--- config.mk ---
export PLATFORM = sky130hd
export DESIGN_NAME = iob_cache_be_arbiter_flat
export DESIGN_NICKNAME = d
export VERILOG_FILES = /design/src/rtl/iob_cache_be_arbiter_if.sv /design/src/rtl/iob_cache_be_arbiter.sv /design/src/flat_wrapper.sv
export SDC_FILE = /design/constraint.sdc
export NUM_CORES = 1
export LEC_CHECK = 0
export ABC_AREA = 1
export BUFFER_PORTS_ARGS = -buffer_cell sky130_fd_sc_hd__buf_4
export CORE_AREA = 2 2 94 96
export CTS_BUF_LIST = sky130_fd_sc_hd__clkbuf_2 sky130_fd_sc_hd__clkbuf_4 sky130_fd_sc_hd__clkbuf_8
export DETAILED_ROUTE_END_ITERATION = 8
export DIE_AREA = 0 0 96 98
export GPL_ROUTABILITY_DRIVEN = 0
export PLACE_DENSITY = 0.59
export REMOVE_ABC_BUFFERS = 1
export SLEW_MARGIN = 20
export SYNTH_ARGS = -nofsm -noshare
export SYNTH_HDL_FRONTEND = slang
export SYNTH_SLANG_ARGS = --single-unit
--- constraint.sdc ---
create_clock -name clk_i -period 3.2 [get_ports clk_i]
set_input_delay 0.48 -clock clk_i [delete_from_list [all_inputs] [get_ports clk_i]]
set_output_delay 0.48 -clock clk_i [all_outputs]
set_load 0.005 [all_outputs]
--- src/rtl/iob_cache_be_arbiter_if.sv ---
// Back-end arbiter bus: refill read channel, write-through channel
// and the shared native memory port, bundled for the arbiter.
interface iob_cache_be_arbiter_if #(
    parameter int BE_ADDR_W = 32,
    parameter int BE_DATA_W = 32
);
    logic                   rd_valid_i;
    logic [BE_ADDR_W-1:0]   rd_addr_i;
    logic [BE_DATA_W-1:0]   rd_rdata_o;
    logic                   rd_ready_o;
    logic                   wr_valid_i;
    logic [BE_ADDR_W-1:0]   wr_addr_i;
    logic [BE_DATA_W-1:0]   wr_wdata_i;
    logic [BE_DATA_W/8-1:0] wr_wstrb_i;
    logic                   wr_ready_o;
    logic                   be_valid_o;
    logic [BE_ADDR_W-1:0]   be_addr_o;
    logic [BE_DATA_W-1:0]   be_wdata_o;
    logic [BE_DATA_W/8-1:0] be_wstrb_o;
    logic [BE_DATA_W-1:0]   be_rdata_i;
    logic                   be_ready_i;

    // Arbiter side
    modport slave (
        input  rd_valid_i, rd_addr_i,
        input  wr_valid_i, wr_addr_i, wr_wdata_i, wr_wstrb_i,
        input  be_rdata_i, be_ready_i,
        output rd_rdata_o, rd_ready_o, wr_ready_o,
        output be_valid_o, be_addr_o, be_wdata_o, be_wstrb_o
    );

    // Requesters plus memory side
    modport master (
        output rd_valid_i, rd_addr_i,
        output wr_valid_i, wr_addr_i, wr_wdata_i, wr_wstrb_i,
        output be_rdata_i, be_ready_i,
        input  rd_rdata_o, rd_ready_o, wr_ready_o,
        input  be_valid_o, be_addr_o, be_wdata_o, be_wstrb_o
    );
endinterface

--- src/rtl/iob_cache_be_arbiter.sv ---
// Back-end port arbiter: refill bursts vs write-through writes.
// Define IOB_CACHE_BE_ARB_RR_EN for alternating priority on ties.
module iob_cache_be_arbiter #(
    parameter int BE_ADDR_W = 32,
    parameter int BE_DATA_W = 32,
    parameter int LINE2BE_W = 2
) (
    input  logic clk_i,
    input  logic reset,
    iob_cache_be_arbiter_if.slave bus,
    output logic busy_o
);
    typedef enum logic [1:0] {
        IDLE   = 2'd0,
        GNT_RD = 2'd1,
        GNT_WR = 2'd2
    } state_t;

    state_t state_q, state_d;
    logic   rd_ready;
    logic   wr_ready;
    logic   last_beat;
    logic   pick_wr;

    generate
        if (LINE2BE_W > 0) begin : g_cnt
            localparam logic [LINE2BE_W-1:0] CNT_ONE = LINE2BE_W'(1);
            logic [LINE2BE_W-1:0] cnt_q, cnt_d;

            // Beat counter advances per accepted refill beat, wraps at line end
            always_comb begin
                cnt_d = cnt_q;
                if (rd_ready) cnt_d = cnt_q + CNT_ONE;
            end

            // Beat counter register
            always_ff @(posedge clk_i or posedge reset) begin
                if (reset) cnt_q <= '0;
                else       cnt_q <= cnt_d;
            end

            assign last_beat = (cnt_q == {LINE2BE_W{1'b1}});
        end else begin : g_nocnt
            assign last_beat = 1'b1;
        end
    endgenerate

`ifdef IOB_CACHE_BE_ARB_RR_EN
    logic prio_wr_q, prio_wr_d;

    // Tie winner flips to whoever was not granted last
    always_comb begin
        prio_wr_d = prio_wr_q;
        if (state_q == IDLE && state_d != IDLE)
            prio_wr_d = (state_d == GNT_RD);
    end

    // Tie priority register; write wins the first tie
    always_ff @(posedge clk_i or posedge reset) begin
        if (reset) prio_wr_q <= 1'b1;
        else       prio_wr_q <= prio_wr_d;
    end

    assign pick_wr = prio_wr_q;
`else
    assign pick_wr = 1'b1;
`endif

    // Grant register
    always_ff @(posedge clk_i or posedge reset) begin
        if (reset) state_q <= IDLE;
        else       state_q <= state_d;
    end

    // Next grant and port muxing; IDLE drives nothing
    always_comb begin
        state_d        = state_q;
        rd_ready       = 1'b0;
        wr_ready       = 1'b0;
        bus.be_valid_o = 1'b0;
        bus.be_addr_o  = '0;
        bus.be_wdata_o = '0;
        bus.be_wstrb_o = '0;
        unique case (state_q)
            IDLE: begin
                if (bus.wr_valid_i && bus.rd_valid_i)
                    state_d = pick_wr ? GNT_WR : GNT_RD;
                else if (bus.wr_valid_i)
                    state_d = GNT_WR;
                else if (bus.rd_valid_i)
                    state_d = GNT_RD;
            end
            GNT_RD: begin
                bus.be_valid_o = bus.rd_valid_i;
                bus.be_addr_o  = bus.rd_addr_i;
                rd_ready       = bus.be_ready_i & bus.rd_valid_i;
                if (rd_ready && last_beat) state_d = IDLE;
            end
            GNT_WR: begin
                bus.be_valid_o = bus.wr_valid_i;
                bus.be_addr_o  = bus.wr_addr_i;
                bus.be_wdata_o = bus.wr_wdata_i;
                bus.be_wstrb_o = bus.wr_wstrb_i;
                wr_ready       = bus.be_ready_i & bus.wr_valid_i;
                if (wr_ready) state_d = IDLE;
            end
            default: state_d = IDLE;
        endcase
    end

    assign bus.rd_ready_o = rd_ready;
    assign bus.wr_ready_o = wr_ready;
    assign bus.rd_rdata_o = bus.be_rdata_i;
    assign busy_o         = (state_q != IDLE);
endmodule

--- src/flat_wrapper.sv ---
// flat-port wrapper written by rule: the top's interface ports become plain ports
module iob_cache_be_arbiter_flat 
#(
    parameter int BE_ADDR_W = 32,
    parameter int BE_DATA_W = 32,
    parameter int LINE2BE_W = 2
)
  (clk_i, reset, busy_o, bus_rd_valid_i, bus_rd_addr_i, bus_wr_valid_i, bus_wr_addr_i, bus_wr_wdata_i, bus_wr_wstrb_i, bus_be_rdata_i, bus_be_ready_i, bus_rd_rdata_o, bus_rd_ready_o, bus_wr_ready_o, bus_be_valid_o, bus_be_addr_o, bus_be_wdata_o, bus_be_wstrb_o);
  iob_cache_be_arbiter_if #(.BE_ADDR_W(BE_ADDR_W), .BE_DATA_W(BE_DATA_W)) bus_i ();
  input  logic clk_i;
  input  logic reset;
  output logic busy_o;
  input wire logic [$bits(bus_i.rd_valid_i)-1:0] bus_rd_valid_i;
  input wire logic [$bits(bus_i.rd_addr_i)-1:0] bus_rd_addr_i;
  input wire logic [$bits(bus_i.wr_valid_i)-1:0] bus_wr_valid_i;
  input wire logic [$bits(bus_i.wr_addr_i)-1:0] bus_wr_addr_i;
  input wire logic [$bits(bus_i.wr_wdata_i)-1:0] bus_wr_wdata_i;
  input wire logic [$bits(bus_i.wr_wstrb_i)-1:0] bus_wr_wstrb_i;
  input wire logic [$bits(bus_i.be_rdata_i)-1:0] bus_be_rdata_i;
  input wire logic [$bits(bus_i.be_ready_i)-1:0] bus_be_ready_i;
  output wire logic [$bits(bus_i.rd_rdata_o)-1:0] bus_rd_rdata_o;
  output wire logic [$bits(bus_i.rd_ready_o)-1:0] bus_rd_ready_o;
  output wire logic [$bits(bus_i.wr_ready_o)-1:0] bus_wr_ready_o;
  output wire logic [$bits(bus_i.be_valid_o)-1:0] bus_be_valid_o;
  output wire logic [$bits(bus_i.be_addr_o)-1:0] bus_be_addr_o;
  output wire logic [$bits(bus_i.be_wdata_o)-1:0] bus_be_wdata_o;
  output wire logic [$bits(bus_i.be_wstrb_o)-1:0] bus_be_wstrb_o;
  assign bus_i.rd_valid_i = bus_rd_valid_i;
  assign bus_i.rd_addr_i = bus_rd_addr_i;
  assign bus_i.wr_valid_i = bus_wr_valid_i;
  assign bus_i.wr_addr_i = bus_wr_addr_i;
  assign bus_i.wr_wdata_i = bus_wr_wdata_i;
  assign bus_i.wr_wstrb_i = bus_wr_wstrb_i;
  assign bus_i.be_rdata_i = bus_be_rdata_i;
  assign bus_i.be_ready_i = bus_be_ready_i;
  assign bus_rd_rdata_o = bus_i.rd_rdata_o;
  assign bus_rd_ready_o = bus_i.rd_ready_o;
  assign bus_wr_ready_o = bus_i.wr_ready_o;
  assign bus_be_valid_o = bus_i.be_valid_o;
  assign bus_be_addr_o = bus_i.be_addr_o;
  assign bus_be_wdata_o = bus_i.be_wdata_o;
  assign bus_be_wstrb_o = bus_i.be_wstrb_o;
  iob_cache_be_arbiter #(.BE_ADDR_W(BE_ADDR_W), .BE_DATA_W(BE_DATA_W), .LINE2BE_W(LINE2BE_W)) u_core (.clk_i(clk_i), .reset(reset), .bus(bus_i), .busy_o(busy_o));
endmodule
# --- After elaboration in Yosys (flattened, before gate mapping) ---
# Index checks and enable logic that the tools add are counted.
word_totals:
  output_inout_bits: 104
  inputBits: 137
  rom_bits: 0
  regBits: 4
  elab_cells: 28
  n_memories: 0
  latch_bits: 0
  mem_bits_rw: 0
op_classes:
  addsub: 1
  n_reduce_logical: 5
  multipliers: 0
  bitwise_logic: 2
  mux: 12
  div_mod_pow: 0
  n_lt_le_gt_ge: 0
  eq_ne: 6
  n_shift: 0
op_table:
  columns: ["cell", "count"]
  rows:
  - ["$pmux 32 s2", 1]
  - ["$mux 32", 1]
  - ["$mux 2", 5]
  - ["$pmux 2 s3", 1]
  - ["$eq 2x2->1 const B", 2]
  - ["$mux 4", 1]
  - ["$ne 2x1->1 const B", 2]
  - ["$ne 4x3->1 const B", 1]
  - ["$reduce_and 3->1", 1]
  - ["$add 2x1->2 const B", 1]
  - ["$and 1x1->1", 2]
  - ["$eq 2x1->1 const B", 1]
  - ["$logic_and 1x1->1", 2]
  - ["$logic_not 2->1", 1]
  - ["$mux 1", 2]
  - ["$pmux 1 s2", 1]
  - ["$reduce_bool 2->1", 1]

# --- Longest topological paths before layout ---
depth:
  word_depth: 4
  mapped_depth: 7

# --- Worst setup path before layout ---
# OpenSTA, ideal clock, no wires.
synth_path:
  path_kind: "register to output"
  startpoint: "register u_core.state_q[0]"
  endpoint: "output bus_be_addr_o[1]"
  arrival_ps: 1129
  n_path_buf: 1
  required_time_ps: 2720
  setup_slack_ps: 1591
  path_stages_with_launch: 6
  cell_sequence: "dfrtp_1 inv_1 ha_1 inv_1 buf_2 a21oi_1"
synth_between:
  elab_chain_len: 2
  word_cells_on_any_way: 3
  cone_classes: "2 x eq/ne; 1 x mux"
synth_rtl:
  columns: ["item", "line", "text"]
  rows:
  - ["from (decl)", "iob_cache_be_arbiter.sv:19", "state_t state_q, state_d;"]
  - ["from (signal assigned)", "iob_cache_be_arbiter.sv:72", "else state_q <= state_d;"]
  - ["$eq 2x2->1 / $eq 2x1->1 (equally long branches)", "iob_cache_be_arbiter.sv:84", "unique case (state_q)"]
  - ["$pmux 32 s2 *", "iob_cache_be_arbiter.sv:84", null]
  - ["to (decl)", "flat_wrapper.sv:25", "output wire logic [$bits(bus_i.be_addr_o)-1:0] bus_be_addr_o;"]
# Every way passes the cells marked *; elsewhere a longest branch is shown, timed or not.

# --- Worst setup path in the final report ---
layout_path:
  startpoint: "register u_core.state_q[0]"
  endpoint: "output bus_be_addr_o[28]"
# The elaborated chain is that of the path after synthesis.

==> qor.log <==
INFO  synthesis      synth_top_family_by_area=buffers and inverters
INFO  cts            clock_latency_of_the_later_clocked_register_in_the_worst_skew_pair=0.22ns
INFO  hold_path      hold_path.class=in -> async
INFO  floorplan      die_height=98microns
INFO  layout         post_route_cells_drive_above_1_share=50.0%
INFO  pwr            sw_frac_of_total=49.3%
INFO  pwr            pwr-share-comb=85.5%
INFO  cts            cts-htree-levels=1
INFO  drt            antenna_left=0
INFO  global_routing first_pass_grt_wire_length=10800microns
INFO  placed_design  dpl.hpwl=6440microns
INFO  timing         rsz0062_at_grt=false
INFO  pwr            power_share_of_the_sequential_group=6.8%
INFO  setup_path     worstPathArrival=1.68ns
INFO  floorplan      floorplan.io_pins=241
INFO  drt            remaining_drc_errors=0
INFO  setup_path     worstSetupStartpointType=flip-flop
INFO  cts            clock_path_buffers=2
INFO  synthesis      synthXorXnorAreaFrac=0.624%
INFO  floorplan      starting_density_of_the_core=16.6%
INFO  setup_path     worst_r2r_path_depth=6
INFO  synthesis      synth-simple-area-share=34.3%
INFO  cts            cts.root.buffer_cell=clkbuf_8
INFO  timing         setup_viol=0
INFO  timing         highest_attainable_clock_frequency=463MHz
INFO  synthesis      synth.yosys.seq_area_share=7.14%
INFO  cts            clk_transition_reported_paths=0.03ns
INFO  cts            postCtsHoldBufs=0
INFO  pwr            cellPowerDensity=541mW/mm^2
INFO  synthesis      post_synth.cell_area_avg=5.44squm
INFO  drt            post_drt_wl_per_cell=15.2microns
INFO  synthesis      post-synth-top-area-cell=nand2_1
INFO  layout         insertedDiodeCount=0
INFO  placed_design  io_buffer_count=176
INFO  timing         slew_headroom=74.8%
INFO  synthesis      post_synth_main_area_contributors=nand2_1 29%, buf_4 19%, inv_1 12%
INFO  drt            drt_pre_antenna_iters=4
INFO  global_routing grt_antenna_before_repair=0
INFO  synthesis      synthesized_netlist_cell_count=258
INFO  synthesis      synth.cell_area=0.00140sqmm
INFO  cts            post_cts.resized_instances=0
INFO  timing         final_min_period_over_clock_period=67.4%
INFO  pwr            p_leak=1.59nW
INFO  synthesis      synth-seq-cells=4
INFO  setup_path     timing.critical_path.to_type=output pin
INFO  pwr            power_switching=0.682mW
INFO  flow_run       maxCapViolCount=0
INFO  layout         multi_input_area=757squm
INFO  cts            tritoncts=built
INFO  setup_path     data_required_time_of_the_critical_path=2.72ns
INFO  synthesis      post_synthesis_compound_gate_area_fraction=13.6%
INFO  outcome        run_status=complete, no violations
INFO  layout         final-seq-area=100squm
INFO  synthesis      synthAdderAreaFrac=5.35%
INFO  setup_path     critical_path.max_fanout=31
INFO  global_routing grt_util_all_layers=15.1%
INFO  floorplan      design.core.area=0.00847sqmm
INFO  global_routing grt_max_degree=39
INFO  pwr            peakVddDrop=0.475mV
INFO  floorplan      die_area=0.00941sqmm
INFO  timing         timing.final.hold_violations=0
INFO  timing         slew_viol_final=0
INFO  floorplan      die_w=96microns
INFO  pwr            internal_power=0.701mW
INFO  drt            drt-initial-drc-count=75
INFO  pwr            clkPwrFrac=7.7%
INFO  drt            vias_per_cell=4.03
INFO  timing         post-route-min-period=2.16ns
INFO  drt            routed-via-count=2024
INFO  global_routing congestion_overflow_gr=0
INFO  global_routing first_global_vias=1922
INFO  floorplan      num_rows=34
INFO  synthesis      post_synth_mux_area_share=0%
INFO  synthesis      synth.distinct_cells=17
INFO  cts            cts_sinks=4
INFO  timing         worst_hold_slack=0.148ns
INFO  setup_path     timing.setup.critical_path_class=reg -> out
INFO  layout         nets=539
INFO  layout         area_growth_syn_to_layout=82.3%
INFO  setup_path     r2r_setup_slk=2.05ns
INFO  timing         totalNegativeSetupSlack=0ns
INFO  cts            numCtsBuffers=3
INFO  synthesis      ys_warn_count=0
INFO  timing         timing.clock.skew=0.00386ns
INFO  cts            post_cts_buffers=0
INFO  drt            drt-total-wl=7610microns
INFO  timing         worst_slew_pin_slew=0.378ns
INFO  layout         fillCellCount=957
INFO  synthesis      share_of_the_synthesized_area_in_the_top_cell_type=28.9%
## final timing paths
kind / start / endpoint
worst max-delay path: u_core.state_q[0] / bus_be_addr_o[28]
worst min-delay path: reset / u_core.state_q[0]
worst max register to register: u_core.state_q[0] / u_core.state_q[0]
worst min register to register: u_core.g_cnt.cnt_q[1] / u_core.g_cnt.cnt_q[1]
max in group asynchronous: reset / u_core.g_cnt.cnt_q[0]
min in group clk_i: u_core.g_cnt.cnt_q[1] / u_core.g_cnt.cnt_q[1]
## layout by cell type, fill, tap and decap left out
cell type	n
a21oi_1	26
a21oi_2	7
buf_4	180
clkbuf_8	3
dfrtp_1	4
ha_1	6
inv_1	45
inv_2	1
nand2_1	108
nand2_2	5
nand3_1	3
nand3_2	1
nand4_1	2
nor2_1	2
xnor2_1	1
## stage by stage
step / utilization (%) / cell area [sq um] / setup WS, ns / power [mW] / std cells
finish: 30.2 / 2560 / 1.04 / 1.38 / 502
global route: 30.2 / 2560 / 0.874 / 1.54 / 502
CTS: 30.2 / 2560 / 1.03 / 1.40 / 502
detailed placement: 29.7 / 2520 / 1.26 / 1.29 / 499
global placement: 29.7 / 2520 / 1.29 / 1.28 / 499
floorplan: - / 1030 / 1.20 / 0.658 / 211
## sequential cells by signal (all words and copies together), names as in the netlist
register / flops
u_core.g_cnt.cnt_q: 2
u_core.state_q: 2
## power groups by stage
stage | combinational, mW | clock (mW) | sequential, mW
floorplan | 0.567 | 0 | 0.0908
global placement | 1.19 | 0 | 0.0925
detailed placement | 1.20 | 0 | 0.0949
CTS | 1.20 | 0.108 | 0.0944
global route | 1.34 | 0.111 | 0.0979
finish | 1.18 | 0.106 | 0.0943
## critical path, stage by stage, from the launching register on
cell     delay (ns)
dfrtp_1        0.40
inv_1          0.11
ha_1           0.20
buf_4          0.32
nand2_1        0.09
a21oi_1        0.18
buf_4          0.15
## per-layer routing
metal | GRT usage, % | up-vias | routed length [microns]
met4 | 1.32 | 2 | 17
met1 | 18.7 | 903 | 3030
met3 | 12.2 | 4 | 1310
li1 | - | 997 | -
met5 | 6.11 | - | 61
met2 | 20.4 | 118 | 3190
## cells by family after synthesis
group / Yosys count
buffers and inverters: 93
adders and majority gates: 6
DFF: 4
AOI/OAI and AO/OA: 33
and+or+nand+nor: 121
xor gates and xnor gates: 1
## synth_stat cells
cell type / n
a21oi_1: 26
a21oi_2: 7
buf_2: 4
buf_4: 36
buf_6: 6
buf_8: 1
dfrtp_1: 4
ha_1: 6
inv_1: 45
inv_2: 1
nand2_1: 108
nand2_2: 5
nand3_1: 3
nand3_2: 1
nand4_1: 2
nor2_1: 2
xnor2_1: 1
## final cells by class
class	count	area share (%)
Timing Repair Buffer	180	52.8
Multi-Input combinational cell	161	29.6
Inverter	46	6.75
Tap cell	108	5.28
Sequential cell	4	3.91
Clock buffer	3	1.61
Note: power is estimated with default switching activity, not from simulation.
